### src/rtl/fetch_pkg.sv
// Shared definitions for the instruction-fetch stage: FSM encoding, default
// constants and the IF/ID payload layout.
package fetch_pkg;

    typedef enum logic [1:0] {
        ST_REQ     = 2'd0,
        ST_HOLD    = 2'd1,
        ST_DISCARD = 2'd2
    } fetch_state_e;

    localparam logic [31:0] NOP_INSTR_DEF = 32'hE1A0_0000;
    localparam logic [31:0] PC_STEP_DEF   = 32'd4;
    localparam int          IFID_W        = 65;

    typedef struct packed {
        logic        valid;
        logic [31:0] pc;
        logic [31:0] instr;
    } ifid_t;

    function automatic ifid_t make_bubble(input logic [31:0] nop);
        ifid_t b;
        b.valid = 1'b0;
        b.pc    = 32'd0;
        b.instr = nop;
        return b;
    endfunction

endpackage

### src/rtl/if_fetch_stage_if.sv
// Request/ready bus between the fetch stage (master) and instruction memory (slave).
interface if_fetch_stage_if;
    logic        mem_req;
    logic [31:0] mem_addr;
    logic        mem_ready;
    logic [31:0] mem_rdata;

    modport master (output mem_req, output mem_addr, input mem_ready, input mem_rdata);
    modport slave  (input mem_req, input mem_addr, output mem_ready, output mem_rdata);
endinterface

### src/rtl/if_id_reg.sv
// Generic pipeline register with load/hold/bubble controls; bubble beats hold,
// and reset loads the bubble value.
module if_id_reg #(
    parameter int             W          = 65,
    parameter logic [W-1:0]   BUBBLE_VAL = '0
) (
    input  logic         clk,
    input  logic         rst,
    input  logic         load,
    input  logic         hold,
    input  logic         bubble,
    input  logic [W-1:0] d,
    output logic [W-1:0] q
);

    logic [W-1:0] q_q;
    logic [W-1:0] q_d;

    always_comb begin
        q_d = q_q;
        if (bubble) begin
            q_d = BUBBLE_VAL;
        end else if (load && !hold) begin
            q_d = d;
        end
    end

    always_ff @(posedge clk) begin
        if (rst) begin
            q_q <= BUBBLE_VAL;
        end else begin
            q_q <= q_d;
        end
    end

    assign q = q_q;

endmodule

### src/rtl/if_fetch_stage.sv
// Instruction-fetch stage: owns the PC, handshakes with a variable-latency
// memory, and feeds the IF/ID register with freeze and branch-redirect support.
module if_fetch_stage
    import fetch_pkg::*;
#(
    parameter logic [31:0] RESET_PC  = 32'h0000_0000,
    parameter logic [31:0] PC_STEP   = PC_STEP_DEF,
    parameter logic [31:0] NOP_INSTR = NOP_INSTR_DEF
) (
    input  logic                     clk,
    input  logic                     rst,
    input  logic                     freeze,
    input  logic                     Branch_taken,
    input  logic [31:0]              Branch_Address,
    if_fetch_stage_if.master         mem,
    output logic [31:0]              Instruction_out,
    output logic [31:0]              PC_out,
    output logic                     valid_out
);

    localparam ifid_t BUBBLE = make_bubble(NOP_INSTR);

    fetch_state_e state_q, state_d;
    logic [31:0]  pc_q, pc_d;
    logic [31:0]  saved_addr_q, saved_addr_d;
    logic [31:0]  buf_instr_q, buf_instr_d;
    logic [31:0]  buf_pc_q, buf_pc_d;

    logic [31:0]  pc_plus;
    logic         ifid_load;
    logic         ifid_bubble;
    ifid_t        ifid_in;
    ifid_t        ifid_q;

    assign pc_plus = pc_q + PC_STEP;

    always_comb begin
        state_d      = state_q;
        pc_d         = pc_q;
        saved_addr_d = saved_addr_q;
        buf_instr_d  = buf_instr_q;
        buf_pc_d     = buf_pc_q;
        mem.mem_req  = 1'b0;
        mem.mem_addr = pc_q;
        ifid_load    = 1'b0;
        ifid_bubble  = 1'b0;
        ifid_in      = '{valid: 1'b1, pc: pc_plus, instr: mem.mem_rdata};

        case (state_q)
            ST_REQ: begin
                mem.mem_req = 1'b1;
                if (Branch_taken) begin
                    pc_d        = Branch_Address;
                    ifid_bubble = 1'b1;
                    if (!mem.mem_ready) begin
                        // The outstanding request must complete at its original address.
                        saved_addr_d = pc_q;
                        state_d      = ST_DISCARD;
                    end
                end else if (mem.mem_ready) begin
                    pc_d = pc_plus;
                    if (!freeze) begin
                        ifid_load = 1'b1;
                    end else begin
                        buf_instr_d = mem.mem_rdata;
                        buf_pc_d    = pc_plus;
                        state_d     = ST_HOLD;
                    end
                end else if (!freeze) begin
                    ifid_bubble = 1'b1;
                end
            end

            ST_HOLD: begin
                ifid_in = '{valid: 1'b1, pc: buf_pc_q, instr: buf_instr_q};
                if (Branch_taken) begin
                    pc_d        = Branch_Address;
                    ifid_bubble = 1'b1;
                    state_d     = ST_REQ;
                end else if (!freeze) begin
                    ifid_load = 1'b1;
                    state_d   = ST_REQ;
                end
            end

            ST_DISCARD: begin
                mem.mem_req  = 1'b1;
                mem.mem_addr = saved_addr_q;
                if (Branch_taken) begin
                    pc_d = Branch_Address;
                end
                if (mem.mem_ready) begin
                    state_d = ST_REQ;
                end
                if (Branch_taken || !freeze) begin
                    ifid_bubble = 1'b1;
                end
            end

            default: begin
                state_d = ST_REQ;
            end
        endcase
    end

    always_ff @(posedge clk) begin
        if (rst) begin
            state_q      <= ST_REQ;
            pc_q         <= RESET_PC;
            saved_addr_q <= 32'd0;
            buf_instr_q  <= 32'd0;
            buf_pc_q     <= 32'd0;
        end else begin
            state_q      <= state_d;
            pc_q         <= pc_d;
            saved_addr_q <= saved_addr_d;
            buf_instr_q  <= buf_instr_d;
            buf_pc_q     <= buf_pc_d;
        end
    end

    if_id_reg #(
        .W          (IFID_W),
        .BUBBLE_VAL (BUBBLE)
    ) u_if_id_reg (
        .clk    (clk),
        .rst    (rst),
        .load   (ifid_load),
        .hold   (freeze),
        .bubble (ifid_bubble),
        .d      (ifid_in),
        .q      (ifid_q)
    );

    assign Instruction_out = ifid_q.instr;
    assign PC_out          = ifid_q.pc;
    assign valid_out       = ifid_q.valid;

endmodule

### src/flat_wrapper.sv
// flat-port wrapper written by rule: the top's interface ports become plain ports
module if_fetch_stage_flat import fetch_pkg::*;
#(
    parameter logic [31:0] RESET_PC  = 32'h0000_0000,
    parameter logic [31:0] PC_STEP   = PC_STEP_DEF,
    parameter logic [31:0] NOP_INSTR = NOP_INSTR_DEF
)
  (clk, rst, freeze, Branch_taken, Branch_Address, Instruction_out, PC_out, valid_out, mem_mem_req, mem_mem_addr, mem_mem_ready, mem_mem_rdata);
  if_fetch_stage_if mem_i ();
  input  logic clk;
  input  logic rst;
  input  logic freeze;
  input  logic Branch_taken;
  input  logic [31:0] Branch_Address;
  output logic [31:0] Instruction_out;
  output logic [31:0] PC_out;
  output logic valid_out;
  output wire logic [$bits(mem_i.mem_req)-1:0] mem_mem_req;
  output wire logic [$bits(mem_i.mem_addr)-1:0] mem_mem_addr;
  input wire logic [$bits(mem_i.mem_ready)-1:0] mem_mem_ready;
  input wire logic [$bits(mem_i.mem_rdata)-1:0] mem_mem_rdata;
  assign mem_mem_req = mem_i.mem_req;
  assign mem_mem_addr = mem_i.mem_addr;
  assign mem_i.mem_ready = mem_mem_ready;
  assign mem_i.mem_rdata = mem_mem_rdata;
  if_fetch_stage #(.RESET_PC(RESET_PC), .PC_STEP(PC_STEP), .NOP_INSTR(NOP_INSTR)) u_core (.clk(clk), .rst(rst), .freeze(freeze), .Branch_taken(Branch_taken), .Branch_Address(Branch_Address), .mem(mem_i), .Instruction_out(Instruction_out), .PC_out(PC_out), .valid_out(valid_out));
endmodule
### config.mk
export PLATFORM = sky130hd
export DESIGN_NAME = if_fetch_stage_flat
export DESIGN_NICKNAME = d
export VERILOG_FILES = /design/src/rtl/fetch_pkg.sv /design/src/rtl/if_fetch_stage_if.sv /design/src/rtl/if_id_reg.sv /design/src/rtl/if_fetch_stage.sv /design/src/flat_wrapper.sv
export SDC_FILE = /design/constraint.sdc
export NUM_CORES = 1
export LEC_CHECK = 0
export ABC_AREA = 0
export CAP_MARGIN = 20
export CORE_AREA = 3 3 156 158
export DETAILED_ROUTE_END_ITERATION = 7
export DIE_AREA = 0 0 159 161
export GPL_TIMING_DRIVEN = 0
export HOLD_SLACK_MARGIN = 0.1
export SLEW_MARGIN = 20
export SYNTH_ARGS = -nofsm -noshare
export SYNTH_HDL_FRONTEND = slang
export SYNTH_SLANG_ARGS = --single-unit
### constraint.sdc
create_clock -name clk -period 5.45 [get_ports clk]
set_input_delay 1.09 -clock clk [delete_from_list [all_inputs] [get_ports clk]]
set_output_delay 1.09 -clock clk [all_outputs]
set_load 0.02 [all_outputs]
# Word-level counts from Yosys, hierarchy flattened
# Index checks and enable logic that the tools add are counted.
word_totals:
  register_bits: 195
op_classes:
  n_bitwise: 2
  mux: 25
  n_eq_ne: 8
  reduce_logical: 12
  add_sub_neg: 1
ops:
  columns: ["op", "count"]
  rows:
  - ["32-bit two-way mux", 4]
  - ["64-bit two-way mux", 1]
  - ["32-bit case mux with 2 select lines", 1]
  - ["32-bit by 3-bit adder with 32-bit output, second input constant", 1]
  - ["2-bit two-way mux", 7]
  - ["3-bit != test, second input constant", 4]
  - ["1-bit two-way mux", 9]
  - ["2-bit case mux with 3 select lines", 1]
  - ["3-bit AND reduction", 2]
  - ["2-bit OR reduction", 3]
  - ["5-bit AND reduction", 1]
  - ["4-bit AND reduction", 1]
  - ["1-bit case mux with 3 select lines", 1]
  - ["2-bit by 1-bit equality test with 1-bit output, second input constant", 1]
  - ["2-bit equality test, second input constant", 1]
  - ["2-bit zero test", 1]
  - ["2-bit by 1-bit != test with 1-bit output, second input constant", 1]
  - ["2-bit != test, second input constant", 1]
  - ["1-bit NOT", 2]
  - ["1-bit case mux with 2 select lines", 1]
  - ["2-bit nonzero test", 1]
  - ["1-bit logical AND", 1]
  - ["1-bit zero test", 1]
  - ["1-bit logical OR", 1]

# Logic depth before layout (Yosys ltp)
logic_depth:
  word_depth: 5
  depth_mapped: 10
  depth_no_buf: 7

# By module
# Synthesis repeated with hierarchy kept, for this count alone.
unflattened:
  cells_unflattened: 1209
  area_unflattened_um2: 9651.8
by_module_without_submodules:
  columns: ["module", "seq_area_each_um2", "instances", "area_per_inst_um2", "cells_per_inst"]
  rows:
  - ["if_fetch_stage", 2602.5, 1, 7347.0, 924]
  - ["if_id_reg", 1301.2, 1, 2304.7, 285]

# Worst setup path after synthesis
# Ideal clock, no wire load.
synth_timing:
  path_type: "reg2out"
  startpoint: "reg u_core.state_q[0]"
  endpoint: "out mem_mem_addr[11]"
  arrival_ns: 1.652
  t_required_ns: 4.360
  setup_slack_ns: 2.708
  stages_incl_launch_ff: 7
  path_cell_list: "dfxtp_1 -> inv_1 -> ha_1 -> buf_2 -> clkbuf_1 -> clkbuf_1 -> o21ai_0"
synth_between:
  elab_chain_cells: 2
synth_lines:
  columns: ["item", "line_no", "text"]
  rows:
  - ["from (decl)", "if_fetch_stage.sv:23", "fetch_state_e state_q, state_d;"]
  - ["from (signal assigned)", "if_fetch_stage.sv:114", "state_q <= state_d;"]
  - ["2-bit equality test", "if_fetch_stage.sv:49", "case (state_q)"]
  - ["32-bit two-way mux", "if_fetch_stage.sv:49", null]
  - ["to (decl)", "flat_wrapper.sv:19", "output wire logic [$bits(mem_i.mem_addr)-1:0] mem_mem_addr;"]
# No other way between the ends.

# Worst setup path in the final report
layout_timing:
  startpoint: "reg u_core.state_q[0]"
  endpoint: "out mem_mem_addr[12]"
# The elaborated chain is that of the path after synthesis.

==> metrics.md <==
| Metric | Value |
|---|---|
| Status | completed |
| Max Cap Viol | 0 |
| Hold Fails Final Rpt | 0 |
| Worst Skew | 10.7 ps |
| Pin count of the biggest net entering global routing | 20 |
| Fraction of layout cells with a size suffix above 1 | 7.45% |
| Die W | between 150 and 200 um |
| GRT overflow | 0 |
| DP Cell Count | 1615 |
| FP Rows | 56 |
| Die Height | ~160 um |
| Max-slew headroom | 46.0% |
| P_leak | 4.05 nW |
| Synthesis-to-finish area growth | 28.9% |
| Max Slew Vio Count | 0 |
| First-pass GRT wire length | 47600 um |
| Synth area leaders | dfxtp_1, nand2_1, a21oi_1 |
| Drt initial violations | 823 |
| Post-layout util | 50.7% |
| DRC violation count after routing | 0 |
| Maximum vdd ir drop | 0.183 mV |
| Nets | 1389 |
| Fmax | 243 MHz |
| Setup TNS | 0 ps |
| FFs w/ async S/R, synth | 0% |
| Crit share post-route | 75.4% |
| Seq. cell area | 0.00390 mm^2 |
| Hold crit path type | flop to flop |
| Power Density | 310 mW/mm^2 |
| WL per Instance | between 15 and 20 um |
| Synth Cell Area | ~0.0091 mm^2 |
| Inserted Diodes | 0 |
| Synth Flop Type | dfxtp_1 |
| Clk sinks | just under 200 |
| Mapped Nets | between 1000 and 1500 |
| Crit-path max FO | 10 |
| Worst skew pair latency | 440 ps |
| Ports | ~170 |
| Initial Util | 39.3% |
| Hold-fix buffers, CTS | 0 |
| Post-CTS resize count | 0 |
| TritonRoute pass-1 iters | 5 |
| Fillers | 2356 |
| Vias in the first global route | roughly 8200 |
| Overall Global Routing Usage | between 20% and 30% |
| Post-Synthesis Cells | 1131 |
| Worst setup SP type | flop |
| CTS tree | done |
| Total CTS buffers | 17 |
| Final Non-Filler Cells | around 1600 |
| CP required | 4360 ps |
| Final min period | 4110 ps |
| Yosys warning total | 0 |
| Most frequent cells after synthesis | dfxtp_1, nand2_1, nor2_1 |
| Synth cell types | 58 |
| Synth Area per Inst | 8.08 um^2 |
| EDFF count, synth | 0 |
| Die ar. | 0.0256 mm^2 |
| Endpoints failing setup | 0 |
| Vias | between 8000 and 9000 |
| CP endpoint kind | output port |
| Clk buf depth | 2 |
| Slew @ Worst Pin | between 800 and 900 ps |
| Post-synth top area share | between 40% and 50% |
| Post-CTS Setup Inserts | 0 |
| Yosys top cell by area | dfxtp_1 |
| Final hold slack | 450 ps |
| Port bufs | 165 |
| Core area | 0.0233 mm^2 |
| H-tree Lvls | 4 |
| Seq cells post-synth | roughly 200 |
| Worst path arrival time | 3020 ps |
| HPWL Detailed | about 23000 um |
| Post-DRT Antenna Nets | 0 |
| Clock Pin Slew Worst Setup and Hold Paths | 70 ps |
| GP Congestion | 0.948 |
| Multi-input gate area | 0.00473 mm^2 |
| Total power | 3.66 mW |
| Routed vias/inst | between 5 and 6 |
| Register area share after synthesis | 42.7% |
| Crit Path Category | flop to output port |
| RSZ-0062 raised after global routing | no |
| Root Buffer | clkbuf_16 |
| Initial antenna violation count | 0 |
| Final WL | 30800 um |
[state kept, by name, summed over array words and instances, names as in the netlist]
name and cells:
u_core.saved_addr_q 32, u_core.u_if_id_reg.q 65, u_core.buf_instr_q 32, u_core.state_q 2
u_core.buf_pc_q 32, u_core.pc_q 32
[placed cells by master, fill, tap and decap left out, types with 17 or more instances in the layout]
cell             count
dfxtp_1            195
nor2_1             111
a21oi_1            108
a211oi_1            52
clkbuf_1            78
nand2_1            195
o21ai_0             29
nand4_1             19
clkdlybuf4s50_1    165
o211ai_1            21
nor3_1              20
buf_2               25
mux2_2              28
xor2_1              18
mux2i_1             39
clkbuf_16           17
nand3_1             34
[layer usage]
layer | vias up | part of all wire (%) | GRT usage, %
li1 | 4349 | - | -
met1 | 4193 | 46 | 33.7
met2 | 341 | 45 | 35.8
met3 | 46 | 7.2 | 4.82
met4 | 0 | 2.0 | 6.80
met5 | - | 0 | 0
[worst paths after layout]
path	cells after the start	endpoint	slack (ps)	start
max	8	mem_mem_addr[12]	1340	u_core.state_q[0]$_SDFFE_PP0P_
min	2	u_core.u_if_id_reg.q[44]$_SDFFE_PP0P_	450	u_core.u_if_id_reg.q[44]$_SDFFE_PP0P_
max reg2reg	8	u_core.pc_q[3]$_SDFFE_PP0P_	2500	u_core.state_q[1]$_SDFFE_PP0P_
min reg2reg	2	u_core.u_if_id_reg.q[44]$_SDFFE_PP0P_	450	u_core.u_if_id_reg.q[44]$_SDFFE_PP0P_
[power breakdown]
group	total [mW]	switching (mW)	internal, mW
registers	1.55	0.0497	1.50
logic	0.830	0.514	0.316
clock network	1.28	0.620	0.655
[worst max-delay path, cell delays in order (launching register included)]
cell and delay (ps):
dfxtp_1 340, inv_1 80, ha_1 130, buf_2 180
clkbuf_1 620, clkbuf_1 370, nand2_1 90, o21ai_0 100
clkdlybuf4s50_1 650
[final cells by class]
| cell class | instances | share of cell area (%) |
|---|---|---|
| timing repair buffer | 165 | 14.0 |
| multi-input combinational | 812 | 40.1 |
| sequential | 195 | 33.1 |
| tap | 319 | 3.39 |
| clock inverter | 15 | 1.43 |
| clock buffer | 17 | 3.61 |
| buffer | 113 | 3.96 |
| inverter | 11 | 0.350 |
[per-stage QoR]
stage / instance area (um^2) / worst slack, ps
2_1_floorplan: 9140 / 2710
3_3_place_gp: 11200 / 1640
3_5_place_dp: 11200 / 1610
4_1_cts: 11800 / 1350
5_1_grt: 11800 / 1150
6_report: 11800 / 1340
[kinds of logic after synthesis]
group                      count (synthesis)  share of synthesized area (%)
buffers and inverters                    124                           5.56
adders and majority gates                  5                          0.685
DFF                                      195                           42.7
and+or+nand+nor                          444                           22.2
xor gates and xnor gates                  25                           2.40
muxes                                     67                           7.72
AOI/OAI and AO/OA                        271                           18.7
Note: power is estimated with default switching activity, not from simulation.
==> edit 1, RTL diff (config.mk and constraints unchanged) <==
`saved_addr_q`, `buf_instr_q` and `buf_pc_q` no longer have a reset.
--- a/src/rtl/if_fetch_stage.sv
+++ b/src/rtl/if_fetch_stage.sv
@@ -107,16 +107,16 @@
         if (rst) begin
             state_q      <= ST_REQ;
             pc_q         <= RESET_PC;
-            saved_addr_q <= 32'd0;
-            buf_instr_q  <= 32'd0;
-            buf_pc_q     <= 32'd0;
         end else begin
             state_q      <= state_d;
             pc_q         <= pc_d;
-            saved_addr_q <= saved_addr_d;
-            buf_instr_q  <= buf_instr_d;
-            buf_pc_q     <= buf_pc_d;
         end
+    end
+
+    always_ff @(posedge clk) begin
+        saved_addr_q <= saved_addr_d;
+        buf_instr_q  <= buf_instr_d;
+        buf_pc_q     <= buf_pc_d;
     end
 
     if_id_reg #(
Behaviour: same outputs for any inputs over 4 cycles, from zero or initial values and one cycle with rst high; that may be too few to reach the edited logic, so the function may still have changed.
==> edit 1 against the unedited design <==
  * Synthesized cell count shrank 27%
  * First-iteration DRC count shrank 11%
  * Utilization shrank 1.7 points
  * Critical path type unchanged
  * Sequential share of layout area grew 9.6 points
  * Sequential cell count is the same
  * Cell area shrank 3.3%
  * Worst setup slack lost 0.94 ps
  * Routed wire length shrank 13%
  * Synthesized area shrank 4.5%
  * Register-to-register slack gained 60 ps
  * Power grew 4.2%
==> edit 1: results (changes against the unedited design) <==
[synth]
synth_xor_area_share_pct=1.51  ; -0.89 points
synth_edf_count=96  ; +96
synth_commonest_cells=dfxtp_1 (99), edfxtp_1 (96), nand2_1 (70)
async_reset_ff_share_pct=0  ; unchanged
synthMuxAreaShare_pct=7.95  ; +0.22 points
syn_nets=897  ; -26%
synthDistinctLibCells=56  ; -3.4%
synth_compound_area_share_pct=15.6  ; -3.1 points
yosys.cell_count.top_type=dfxtp_1
seq_area_frac_synth_pct=55.8  ; +13 points
yosysWarnings=0  ; unchanged
synthAdderAreaFrac_pct=0.717  ; +0.033 points
yosys-top-cells-area=edfxtp_1 (33%), dfxtp_1 (23%), mux2i_1 (4.6%)

[route]
dr.pass1.iters=5  ; unchanged
drtIter0Drc=731  ; -11%
vias_per_cell=5.36  ; -1.2%
drt-total-wl_mm=26.7  ; -13%

[global_route]
grt_pass1_wl_mm=41.4  ; -13%
grt_antenna_before_repair=0  ; unchanged
grt_start_max_net_pins=45  ; +130%
grt_pass1_vias=7011  ; -15%
grt_use_total_pct=20.7  ; -2.8 points

[min_path]
hold_path.class=flop to flop

[clock_network]
root_buffer=clkbuf_16
cts_resized=0  ; unchanged
clk_pin_slew_ps=70  ; about the same
h-tree-depth=4  ; unchanged
post_cts_buffers=0  ; unchanged
clk-insertion-delay-late_ps=440  ; about the same
numCtsBuffers=17  ; unchanged

[power_and_ir_drop]
ir_drop_mv=0.204  ; +12%
leakage_nw=3.82  ; -5.7%

[worst_setup_path]
cp.arrival_ps=3020  ; about the same
r2r_setup_slack_ps=2560  ; +60 ps
path_max_fanout=10  ; unchanged

[sta]
finalClockSkew_ps=11.1  ; +0.436 ps
hold_ws_ps=429  ; -21.5 ps
worstMarginPinSlew_ps=1080  ; +272 ps

[flow_run]
maxCapViolations=0  ; unchanged

[outcome]
status=complete, no violations

[place]
dp_hpwl_mm=19.6  ; -14%
gp_congestion=0.941  ; -0.70%

[layout]
fin_nets=1083  ; -22%
drive_gt1_share_pct=10.4  ; +2.9 points
antenna_cells=0  ; unchanged

==> edit 1: worst max-delay path: stages (launching register included) <==
cell	delay, ps
dfxtp_1	340
inv_1	90
ha_1	260
buf_1	550
clkbuf_1	450
nand2_1	90
o21ai_0	130
clkdlybuf4s50_1	660
==> edit 1: stage by stage <==
step	instances	setup slack, ps	total power (W)	utilization [%]
6_report	1341	1340	0.00381	49.0
2_1_floorplan	823	2000	0.00225	-
3_5_place_dp	1309	1550	0.00264	46.6
5_1_grt	1341	1130	0.00397	49.0
4_1_cts	1341	1310	0.00383	49.0
3_3_place_gp	1307	385	0.00263	46.3
==> edit 1: kinds of logic after synthesis <==
group           after synthesis
compound gates              206
xor+xnor                     15
fa+ha+maj                     5
buf+inv                      84
flops                       195
mux                          66
simple gates                252
==> edit 1: where the power goes <==
group / internal, W / switching (W) / total [W]
clock: 0.000600 / 0.000601 / 0.00120
sequential: 0.00166 / 0.0000956 / 0.00175
combinational: 0.000360 / 0.000496 / 0.000856
total: 0.00262 / 0.00119 / 0.00381
==> edit 1: path summary, 6_finish.rpt <==
path / from / to / cells after the start
max reg2reg: u_core.pc_q[3] / u_core.buf_pc_q[28] / 6
min: u_core.pc_q[5] / u_core.saved_addr_q[5] / 0
min reg2reg: u_core.pc_q[5] / u_core.saved_addr_q[5] / 0
max: u_core.state_q[0] / mem_mem_addr[9] / 7
==> edit 1: metal layers <==
metal	GRT usage [%]	routed length [um]	vias up
met5	0	0	-
met4	7.08	682	0
met3	3.82	1450	44
met2	32.0	11900	283
met1	29.3	12700	3434
li1	-	-	3424
==> edit 1: final cells by class <==
| cell class | instances | area (um^2) |
|---|---|---|
| well taps | 319 | 399 |
| fillers | 2201 | 11900 |
| clock buffers | 18 | 429 |
| inverters | 23 | 86.3 |
| plain buffers | 61 | 264 |
| repair buffers | 167 | 1700 |
| clock inverters | 14 | 120 |
| flip-flops and latches | 195 | 4860 |
| multi-input cells | 544 | 3530 |
==> edit 2, RTL diff (same settings) <==
Made on the original files. Reset style: asynchronous (`rst`), changed in 2 clocked blocks.
--- a/src/rtl/if_id_reg.sv
+++ b/src/rtl/if_id_reg.sv
@@ -25,7 +25,7 @@
         end
     end
 
-    always_ff @(posedge clk) begin
+    always_ff @(posedge clk or posedge rst) begin
         if (rst) begin
             q_q <= BUBBLE_VAL;
         end else begin
--- a/src/rtl/if_fetch_stage.sv
+++ b/src/rtl/if_fetch_stage.sv
@@ -103,7 +103,7 @@
         endcase
     end
 
-    always_ff @(posedge clk) begin
+    always_ff @(posedge clk or posedge rst) begin
         if (rst) begin
             state_q      <= ST_REQ;
             pc_q         <= RESET_PC;
Function: differs if rst is asserted again (counterexample within 4 cycles, from zero or initial values and one cycle with rst high); with rst held inactive, the same outputs for 4 cycles.
==> edit 2 against the unedited design <==
  * Cell area rose by 2.8%
  * Worst setup slack improved by 14 ps
  * Routed wire length fell by 15%
  * Die area did not move
  * Sequential cell count did not move
  * Via count fell by 17%
  * Hold slack improved by 21 ps
  * Synthesized area rose by 2.3%
  * Global-route usage fell by 2.9 points
  * Critical path depth fell by 2
  * Non-clock buffer count fell by 36
Power is not compared: it rests on default switching activity, and its combinational part moved more than twofold at a synthesized area within 25%.
==> edit 2: results (changes against the unedited design) <==
[route]
vias=7419  ; -17%
drtIter0Drc=658  ; -20%
dr.pass1.iters=5  ; unchanged
drt-total-wl_mm=26.3  ; -15%
wl_per_cell_um=18.6  ; -0.39%

[clock_network]
numCtsBuffers=17  ; unchanged
post_cts_buffers=0  ; unchanged
clockBufferDepth=2  ; unchanged
h-tree-depth=4  ; unchanged
root_buffer=clkbuf_16
cts_resized=0  ; unchanged
clk-insertion-delay-late_ps=440  ; about the same
clk_pin_slew_ps=70  ; about the same

[power_and_ir_drop]
p_sw_w=0.00273
ir_drop_mv=0.303
pg_clk_w=0.00127
p_seq_share_pct=35.1
leakage_nw=4.94
switching_share_pct=40.2

[worst_setup_path]
slowest_delay_ps=590  ; -60 ps
critPathSlowestCell=clkbuf_1
crit_family=buffers and inverters
path_max_fanout=10  ; unchanged
cp.arrival_ps=3010  ; about the same

[sta]
worstMarginPinSlew_ps=1060  ; +245 ps
finalClockSkew_ps=14.3  ; +3.60 ps
tns_ps=0  ; unchanged

[synth]
synth_commonest_cells=dfrtp_1 (189), o21ai_0 (122), nand2_1 (109)
async_reset_ff_share_pct=100  ; +100 points
synth_cells=889  ; -21%
synthDistinctLibCells=53  ; -8.6%
syn_nets=963  ; -20%
yosysWarnings=0  ; unchanged
seq_area_frac_synth_pct=52.3  ; +9.6 points
yosys-top-cells-area=dfrtp_1 (51%), mux2_2 (11%), o21ai_0 (6.5%)

[layout]
largest_reg_flops=65  ; unchanged
drive_gt1_share_pct=13.9  ; +6.5 points
fin_nets=1152  ; -17%

[global_route]
grt_pass1_vias=7206  ; -12%
grt_use_total_pct=20.6  ; -2.9 points
grt_start_max_net_pins=33  ; +65%
grt_pass1_wl_mm=41.8  ; -12%
grt_antenna_before_repair=2  ; +2

[place]
portBuffers=164  ; -0.61%
gp_congestion=0.885  ; -6.6%
preCtsSetupSlack_ps=1830  ; +218 ps
dpl_cell_area_mm2=0.0115  ; +2.9%
dp.cells=1378  ; -15%
dp_hpwl_mm=19.4  ; -15%

[min_path]
hold_path.class=flop to flop

[outcome]
status=complete, no violations

==> edit 2: cell count changes in the layout (fill, tap and decap cells not counted), moves of 21 or more <==
cell / change
a211oi_1: -52
a21oi_1: -82
dfrtp_1: +189
dfxtp_1: -195
mux2_2: +62
nand2_1: -86
nor2_1: -92
o211ai_1: -21
o21ai_0: +93
==> edit 2: layout make-up <==
class,count,area (um^2)
antenna,1,2.50
clock inverter,15,170
fill,2144,11100
clock buffer,17,425
multi-input combinational,591,4060
timing repair buffer,170,1770
buffer,72,288
sequential,195,4890
tap,319,399
inverter,31,120
==> edit 2: per-layer routing <==
metal	routed length, um	global-route usage [%]	vias to the layer above
met1	13000	31.6	3594
met2	11500	30.3	266
met4	226	4.26	2
met3	1520	4.15	19
li1	-	-	3538
met5	13	0	-
==> edit 2: worst paths after layout <==
path,cells after the start,slack [ps],start,end
min in group asynchronous,2,1100,rst,u_core.u_if_id_reg.q[4]
worst min register to register,1,470,u_core.buf_pc_q[26],u_core.buf_pc_q[26]
worst min-delay path,1,470,u_core.buf_pc_q[26],u_core.buf_pc_q[26]
worst max register to register,6,2730,u_core.pc_q[2],u_core.u_if_id_reg.q[55]
worst max-delay path,6,1350,u_core.state_q[0],mem_mem_addr[2]
max in group asynchronous,4,3530,rst,u_core.buf_instr_q[25]
==> edit 2: cells by family (layout without fill, tap and decap cells) <==
kind of cell               count (synthesis)  count (layout)  synth area share, %
DFF                                      195             195                 52.3
AOI/OAI and AO/OA                        233             233                 15.3
xor gates and xnor gates                  23              23                 2.16
other                                      0               1                    0
adders and majority gates                  5               5                0.669
buffers and inverters                    103             305                 4.32
muxes                                    126             126                 14.7
and+or+nand+nor                          204             204                 10.5
